### src/rtl/dmem_bridge_pkg.sv
// Shared types and constants for the data-memory bridge.
package dmem_bridge_pkg;

    // Bridge FSM states.
    typedef enum logic [1:0] {
        IDLE = 2'd0,
        REQ  = 2'd1,
        WAIT = 2'd2,
        DONE = 2'd3
    } dmem_state_e;

    // Load data handed back to the datapath when an access fails or times out.
    localparam logic [31:0] DMEM_ERR_RDATA = 32'hDEAD_BEEF;

    // Request fields held stable on the bus until the handshake completes.
    typedef struct packed {
        logic        we;
        logic [31:0] addr;
        logic [31:0] wdata;
        logic [3:0]  strb;
    } dmem_req_t;

endpackage

### src/rtl/dmem_bridge.sv
// Data-memory bridge: turns the single-cycle core's combinational memory
// strobe into a registered valid/ready request plus a response channel,
// stalling the datapath through Dwait until the access commits.
//
// state | meaning
// IDLE  | no access in flight; Dwait follows memaccess
// REQ   | request presented on the bus, waiting for ready
// WAIT  | request accepted, waiting for the response
// DONE  | result latched; Dwait low so the datapath commits
module dmem_bridge
    import dmem_bridge_pkg::*;
#(
    parameter int unsigned TIMEOUT_CYCLES = 255,
    parameter logic [31:0] ERR_RDATA      = DMEM_ERR_RDATA
) (
    input  logic        clk,
    input  logic        reset,
    input  logic        memaccess,
    input  logic        memwrite,
    input  logic [31:0] addr,
    input  logic [31:0] wdata,
    input  logic [3:0]  wmask,
    output logic [31:0] rdata,
    output logic        Dwait,
    output logic        bus_req_valid,
    input  logic        bus_req_ready,
    output logic        bus_req_we,
    output logic [31:0] bus_req_addr,
    output logic [31:0] bus_req_wdata,
    output logic [3:0]  bus_req_strb,
    input  logic        bus_rsp_valid,
    input  logic [31:0] bus_rsp_rdata,
    input  logic        bus_rsp_err,
    output logic        err
);

    // Counter value seen in the last permitted REQ/WAIT cycle; the abort
    // happens at the end of that cycle, so exactly TIMEOUT_CYCLES cycles
    // are spent in REQ+WAIT before DONE.
    localparam logic [15:0] TO_LAST = 16'(TIMEOUT_CYCLES - 1);

    dmem_state_e r_state;
    dmem_state_e w_state_nxt;
    dmem_req_t   r_req;
    logic [31:0] r_rdata;
    logic        r_err;
    logic [15:0] r_cnt;
    logic        w_dwait;
    logic        w_timeout;

    assign w_timeout = (r_cnt == TO_LAST);

    // Next-state and stall decode; a response on the timeout cycle wins.
    always_comb begin
        w_state_nxt = r_state;
        w_dwait     = 1'b0;
        case (r_state)
            IDLE: begin
                w_dwait = memaccess;
                if (memaccess) begin
                    w_state_nxt = REQ;
                end
            end
            REQ: begin
                w_dwait = 1'b1;
                if (w_timeout) begin
                    w_state_nxt = DONE;
                end else if (bus_req_ready) begin
                    w_state_nxt = WAIT;
                end
            end
            WAIT: begin
                w_dwait = 1'b1;
                if (bus_rsp_valid || w_timeout) begin
                    w_state_nxt = DONE;
                end
            end
            DONE: begin
                w_state_nxt = IDLE;
            end
            default: begin
                w_state_nxt = IDLE;
            end
        endcase
    end

    // State, request capture, response/timeout capture and sticky error.
    always_ff @(posedge clk or negedge reset) begin
        if (!reset) begin
            r_state <= IDLE;
            r_req   <= '0;
            r_rdata <= '0;
            r_err   <= 1'b0;
            r_cnt   <= '0;
        end else begin
            r_state <= w_state_nxt;
            case (r_state)
                IDLE: begin
                    if (memaccess) begin
                        r_req.we    <= memwrite;
                        r_req.addr  <= addr & 32'hFFFF_FFFC;
                        r_req.wdata <= wdata;
                        r_req.strb  <= memwrite ? wmask : 4'b0000;
                        r_cnt       <= '0;
                    end
                end
                REQ: begin
                    r_cnt <= r_cnt + 16'd1;
                    if (w_timeout) begin
                        r_rdata <= ERR_RDATA;
                        r_err   <= 1'b1;
                    end
                end
                WAIT: begin
                    r_cnt <= r_cnt + 16'd1;
                    if (bus_rsp_valid) begin
                        r_rdata <= bus_rsp_err ? ERR_RDATA : bus_rsp_rdata;
                        if (bus_rsp_err) begin
                            r_err <= 1'b1;
                        end
                    end else if (w_timeout) begin
                        r_rdata <= ERR_RDATA;
                        r_err   <= 1'b1;
                    end
                end
                default: begin
                end
            endcase
        end
    end

    assign Dwait         = w_dwait;
    assign bus_req_valid = (r_state == REQ);
    assign bus_req_we    = r_req.we;
    assign bus_req_addr  = r_req.addr;
    assign bus_req_wdata = r_req.wdata;
    assign bus_req_strb  = r_req.strb;
    assign rdata         = r_rdata;
    assign err           = r_err;

endmodule

### config.mk
export PLATFORM = sky130hd
export DESIGN_NAME = dmem_bridge
export DESIGN_NICKNAME = d
export VERILOG_FILES = /design/src/rtl/dmem_bridge_pkg.sv /design/src/rtl/dmem_bridge.sv
export SDC_FILE = /design/constraint.sdc
export NUM_CORES = 1
export LEC_CHECK = 0
export ABC_CLOCK_PERIOD_IN_PS = 5900
export BUFFER_PORTS_ARGS = -buffer_cell sky130_fd_sc_hd__buf_2
export CAP_MARGIN = 15
export CORE_ASPECT_RATIO = 0.75
export CORE_MARGIN = 3
export CORE_UTILIZATION = 52
export DETAILED_ROUTE_END_ITERATION = 12
export PLACE_DENSITY = 0.86
export SYNTH_ARGS = -nofsm -noshare
export SYNTH_HDL_FRONTEND = slang
export SYNTH_SLANG_ARGS = --single-unit
### constraint.sdc
create_clock -name clk -period 5.9 [get_ports clk]
set_input_delay 0.295 -clock clk [delete_from_list [all_inputs] [get_ports clk]]
set_output_delay 0.295 -clock clk [all_outputs]
set_load 0.03 [all_outputs]
==> results.yml, run 1 <==
run_status:
  status: "complete, no violations"
clock_tree:
  clkLatencyLatePin_ps: 400
  cts.repair.resized: 0
  cts_tree: "yes"
  cts.sinks: 118
  clkTransAtPathRegs_ps: 60
  cts_buffers: 17
  clockBufferDepth: 2
  root_buffer: "clkbuf_16"
  htreeDepth: 4
layout:
  area_growth_pct: 34.0
  drive_gt1_frac: 0.473
  stdcell_count: 781
  diodes: 0
  final_cell_mix: "buf_2, dfrtp_1, mux2_2"
  post-route-util: 0.732
  layout_commonest_cell: "buf_2"
  nets: 755
  fillers: 619
  design_area_mm2: 0.00679
global_routing:
  antenna_found_initial: 0
  grt-ovfl-total: 0
  grt_max_degree: 78
  grt_pass1_vias: 4626
  grt.total_usage: 0.268
  grt_pass1_wl_um: 23300
sta:
  worstMarginPinSlew_ps: 956
  drv_slew: 0
  fin_setup_tns_ps: 0
  setup_viol: 0
  max_clock_freq_mhz: 366
  skew_ps: 8.06
  rsz0062_at_grt: "false"
  finalHoldViolCount: 0
  period_needed_ps: 2730
  worst_slack_ps: 3170
  max_slew_margin: 0.362
  final.period_utilization: 0.463
drt:
  route.detailed.drc: 0
  wirelength_um: 14600
  viasPerCell: 5.67
  vias: 4428
  ant_nets: 0
  wl_per_cell_um: 18.7
  first_pass_iters: 4
  drt-initial-drc-count: 298
synth:
  ys_seq_area_frac: 0.583
  ys_ff_latch: 118
  syn_avg_cell_area_um2: 11.6
  post_synth_inst_count: 437
  synth_cell_type_count: 41
  yosys.area.top_type: "dfrtp_1"
  synthArstFlopShare: 1.00
  netlist_area_mm2: 0.00507
  yosysWarnings: 0
  ys_top_cells_by_area: "dfrtp_1, mux2_2, a21oi_1"
  synth_edf_count: 0
  synth_top_area_frac: 0.583
  synthFlopType: "dfrtp_1"
power_and_ir_drop:
  powerDensity_mw_per_mm2: 685
  peakVddDrop_uv: 466
  power.leakage_nw: 3.34
worst_setup_path:
  r2r-start: "r_state[1]"
  critPathLaunch: "r_state[1]"
  crit_fanout: 35
  worstSetupPathType: "register to register"
  arrival_ps: 2960
  end_kind: "register"
  reg2reg_depth: 7
  crit_required_ps: 6130
  start_kind: "register"
floorplan:
  floorplan.initialDensity: 0.547
  core_area_mm2: 0.00927
  fp.dieH_um: 91.5
  fp.dieW_um: 120
  rows: 30
  fp.dieArea_mm2: 0.0110
  pin_count: 211
run:
  maxCapViolations: 0
worst_hold_path:
  holdPathStages: 2
  hp-start: "wdata[8]"
  hold_class: "primary input to register"
placement:
  dpl_cell_area_mm2: 0.00617
  dp_hpwl_um: 9750
  dp_slack_ps: 3230
  dp_cells: 749
  finalWeightedCongestion: 0.844
  io_buffers: 206
[cell type report]
type / count / area [um^2] / share of cell area
flip-flops and latches: 118 / 2950 / 0.435
multi-input cells: 286 / 1970 / 0.290
repair buffers: 210 / 1070 / 0.157
clock buffers: 22 / 484 / 0.0713
well taps: 128 / 160 / 0.0236
clock inverters: 9 / 124 / 0.0182
inverters: 8 / 30.0 / 0.00442
[sequential cells by signal (all words and copies together) (netlist names)]
name / flops
bus_req_wdata: 32
rdata: 32
bus_req_addr: 30
r_cnt: 16
bus_req_strb: 4
r_state: 2
bus_req_we: 1
err: 1
[power by group]
group	switching, mW	total, mW	internal [mW]
clock network	0.352	1.06	0.703
logic	1.44	2.19	0.750
registers	0.232	1.40	1.17
total	2.03	4.65	2.62
[routing by layer]
layer / share of wire / global-route usage
met1: 0.38 / 0.309
met2: 0.52 / 0.472
met3: 0.073 / 0.0760
met4: 0.026 / 0.106
met5: 0 / 0
[critical path, cell delays in order (launching register included)]
cell	delay (ps)
dfrtp_1	410
inv_1	110
ha_1	290
buf_4	350
inv_2	240
or3_1	770
o22ai_1	290
a21oi_1	80
[synth_stat cells, types with 2 or more instances]
library cell  count
dfrtp_1         118
mux2_2           63
a21oi_1          34
nor2_1           32
nand2_1          31
o22ai_1          25
o21ai_0          24
clkbuf_1         17
a22oi_1           9
nand3_1           9
ha_1              7
inv_1             7
o31ai_1           7
buf_2             5
and3_1            4
nor2b_1           4
or3_1             4
and2_1            3
nand4_1           3
o211ai_1          3
or4_1             3
a31oi_1           2
buf_4             2
nor4_1            2
nor4b_1           2
or3_2             2
[cell families after synthesis]
logic type                 count (synthesis)  synth area share
DFF                                      118             0.583
AOI/OAI and AO/OA                        107             0.124
and+or+nand+nor                          106             0.104
muxes                                     64             0.142
buffers and inverters                     34            0.0294
adders and majority gates                  7            0.0173
other                                      1          0.000740
[path summary, 6_finish.rpt]
check	endpoint	slack, ps
min in group asynchronous	bus_req_addr[15]	430
max	rdata[12]	3170
max reg2reg	rdata[12]	3170
max in group asynchronous	bus_req_addr[31]	4110
min	bus_req_wdata[8]	120
min reg2reg	err	480
[repair_timing]
item,in CTS,in global routing
hold buffers,1,0
setup buffers,0,0
endpoints found under the hold margin,41,0
[stage by stage]
step           hold WS [ps]  total power [mW]
2_1_floorplan        -0.591              2.91
3_3_place_gp            290              3.45
3_5_place_dp            307              3.57
4_1_cts                 110              4.65
5_1_grt                 109              4.88
6_report                119              4.65
Note: power is estimated with default switching activity, not from simulation.
==> run 2, diff against run 1 <==
Settings changed: ABC_CLOCK_PERIOD_IN_PS 5900 to 2200, CORE_UTILIZATION 52 to 43, PLACE_DENSITY 0.86 to 0.76.
Clock period 5.9 ns to 2.2 ns, I/O delays scaled along.
==> run 2 against run 1 <==
  * Non-clock buffer count rose by 109
  * Critical path depth fell by 1
  * Power rose to 2.8 times the previous value
  * Core utilization fell by 2.4 points
  * Largest power group unchanged
  * Worst hold slack got worse by 110 ps
  * Count of clock-buffer cells in the layout fell by 2
==> results.yml, run 2 (same netlist as run 1, synthesis figures left out) <==
worst_setup_path:
  end_kind: "primary output"
  crit_cells: 6
  worst_path_largest_cell_delay_ps: 410
  crit_required_ps: 2090
  reg2reg_depth: 6
  critPathLaunch: "r_state[1]"
  r2r-end: "r_cnt[12]"
  worstSetupPathType: "register to primary output"
  r2r-start: "r_state[0]"
  crit_path_end: "Dwait"
  r2r_slack_ps: 190
  arrival_ps: 1930
  crit_fanout: 10
  path_cells: "inv_1 -> ha_1 -> inv_2 -> buf_4 -> a21oi_1 -> buf_2"
  crit_family: "buffers and inverters"
  critPathSlowestCell: "dfrtp_1"
  start_kind: "register"
  path_buf_inv: 4
floorplan:
  fp.dieH_um: 100
  floorplan.initialDensity: 0.451
  pin_count: 211
  fp.dieW_um: 131
  core_area_mm2: 0.0112
  fp.dieArea_mm2: 0.0131
  rows: 33
sta:
  max_slew_margin: 0.652
  period_needed_ps: 2040
  worst_slack_ps: 157
  final.period_utilization: 0.928
  rsz0062_at_grt: "false"
  fin_setup_tns_ps: 0
  finalHoldViolCount: 0
  drv_slew: 0
  skew_ps: 13.9
  setup_viol: 0
  max_clock_freq_mhz: 490
  worstMarginPinSlew_ps: 519
power_and_ir_drop:
  power.leakage_nw: 3.82
  switching_share: 0.428
  comb_power_share: 0.481
  powerDensity_mw_per_mm2: 1620
  p_int_mw: 7.36
  peakVddDrop_uv: 947
  power.switching_mw: 5.50
  power_frac_seq: 0.291
  clockPowerShare: 0.227
clock_tree:
  cts.sinks: 118
  cts_tree: "yes"
  clockBufferDepth: 2
  htreeDepth: 4
  root_buffer: "clkbuf_16"
  cts_buffers: 17
  clkLatencyLatePin_ps: 400
  clkTransAtPathRegs_ps: 50
  cts_setup_buffers: 0
drt:
  wirelength_um: 15500
  route.detailed.drc: 0
  vias: 4723
  first_pass_iters: 5
  viasPerCell: 5.13
  wl_per_cell_um: 16.8
  ant_nets: 0
  drt-initial-drc-count: 262
layout:
  fillers: 776
  layout_commonest_cell: "buf_2"
  final_cell_mix: "buf_2, dfrtp_1, dlygate4sd3_1"
  diodes: 0
  drive_gt1_frac: 0.426
  area_growth_pct: 56.9
  nets: 864
global_routing:
  grt_max_degree: 62
  grt_pass1_vias: 4955
  grt-ovfl-total: 0
  antenna_found_initial: 0
  grt_pass1_wl_um: 25500
  grt.total_usage: 0.238
placement:
  io_buffers: 206
  finalWeightedCongestion: 0.847
  dp_hpwl_um: 9280
  dp_slack_ps: 174
run_status:
  status: "complete, no violations"
worst_hold_path:
  hold_class: "primary input to register"
run:
  maxCapViolations: 0
-- run 2: cell count changes in the layout (fill, tap and decap cells not counted), sizes merged --
cell	previous run	this run
clkinv	6	4
clkbuf	22	20
buf	209	223
inv	8	9
dlygate4sd3	1	96
clkinvlp	0	3
bufinv	3	4
-- run 2: worst min-delay path, stage by stage --
cell,delay (ps)
buf_2,90
nand2_1,60
o21ai_0,80
-- run 2: how the worst min path moves through the flow --
stage	cells past startpoint	endpoint	start
final	3	bus_req_strb[0]	wmask[0]
after global routing	3	rdata[18]	bus_rsp_rdata[18]
after CTS	3	bus_req_strb[2]	memwrite
after detailed placement	1	rdata[8]	reset
after global placement	1	rdata[8]	reset
after floorplan	0	bus_req_addr[10]	reset
-- run 2: what timing repair did --
action / 4_1_cts / 5_1_grt
setup endpoints to repair: 0 / 9
endpoints found under the hold margin: 118 / 0
resized for setup: 0 / 2
hold buffers: 96 / 0
-- run 2: power groups by stage --
stage	logic [mW]	clock network, mW	registers, mW
after floorplan	2.34	0	5.48
after global placement	5.79	0	3.65
after detailed placement	5.93	0	3.72
after CTS	6.09	2.98	3.71
after global routing	6.60	3.10	3.86
final	6.19	2.93	3.75
-- run 2: area by class of cell --
type,count,area (um^2),share of cell area
inverter,8,30.0,0.00378
sequential,118,2950,0.371
clock inverter,12,175,0.0220
clock buffer,20,457,0.0574
timing repair buffer,319,2160,0.272
tap,157,196,0.0247
multi-input combinational,286,1980,0.249
-- run 2: through the flow --
stage / utilization / cells / instance area [um^2] / hold WS (ps) / total power [mW]
final: 0.708 / 920 / 7950 / 9.91 / 12.9
after global routing: 0.708 / 920 / 7950 / 11.1 / 13.6
after CTS: 0.707 / 920 / 7940 / 2.14 / 12.8
after detailed placement: 0.565 / 792 / 6350 / 39.6 / 9.65
after global placement: 0.565 / 792 / 6350 / 35.7 / 9.44
after floorplan: - / 438 / 5070 / -186 / 7.81
-- run 2: per-layer routing --
layer	wire (um)	GRT usage
met5	0	0
met4	238	0.0767
met3	1020	0.0661
met2	7880	0.417
met1	6360	0.291
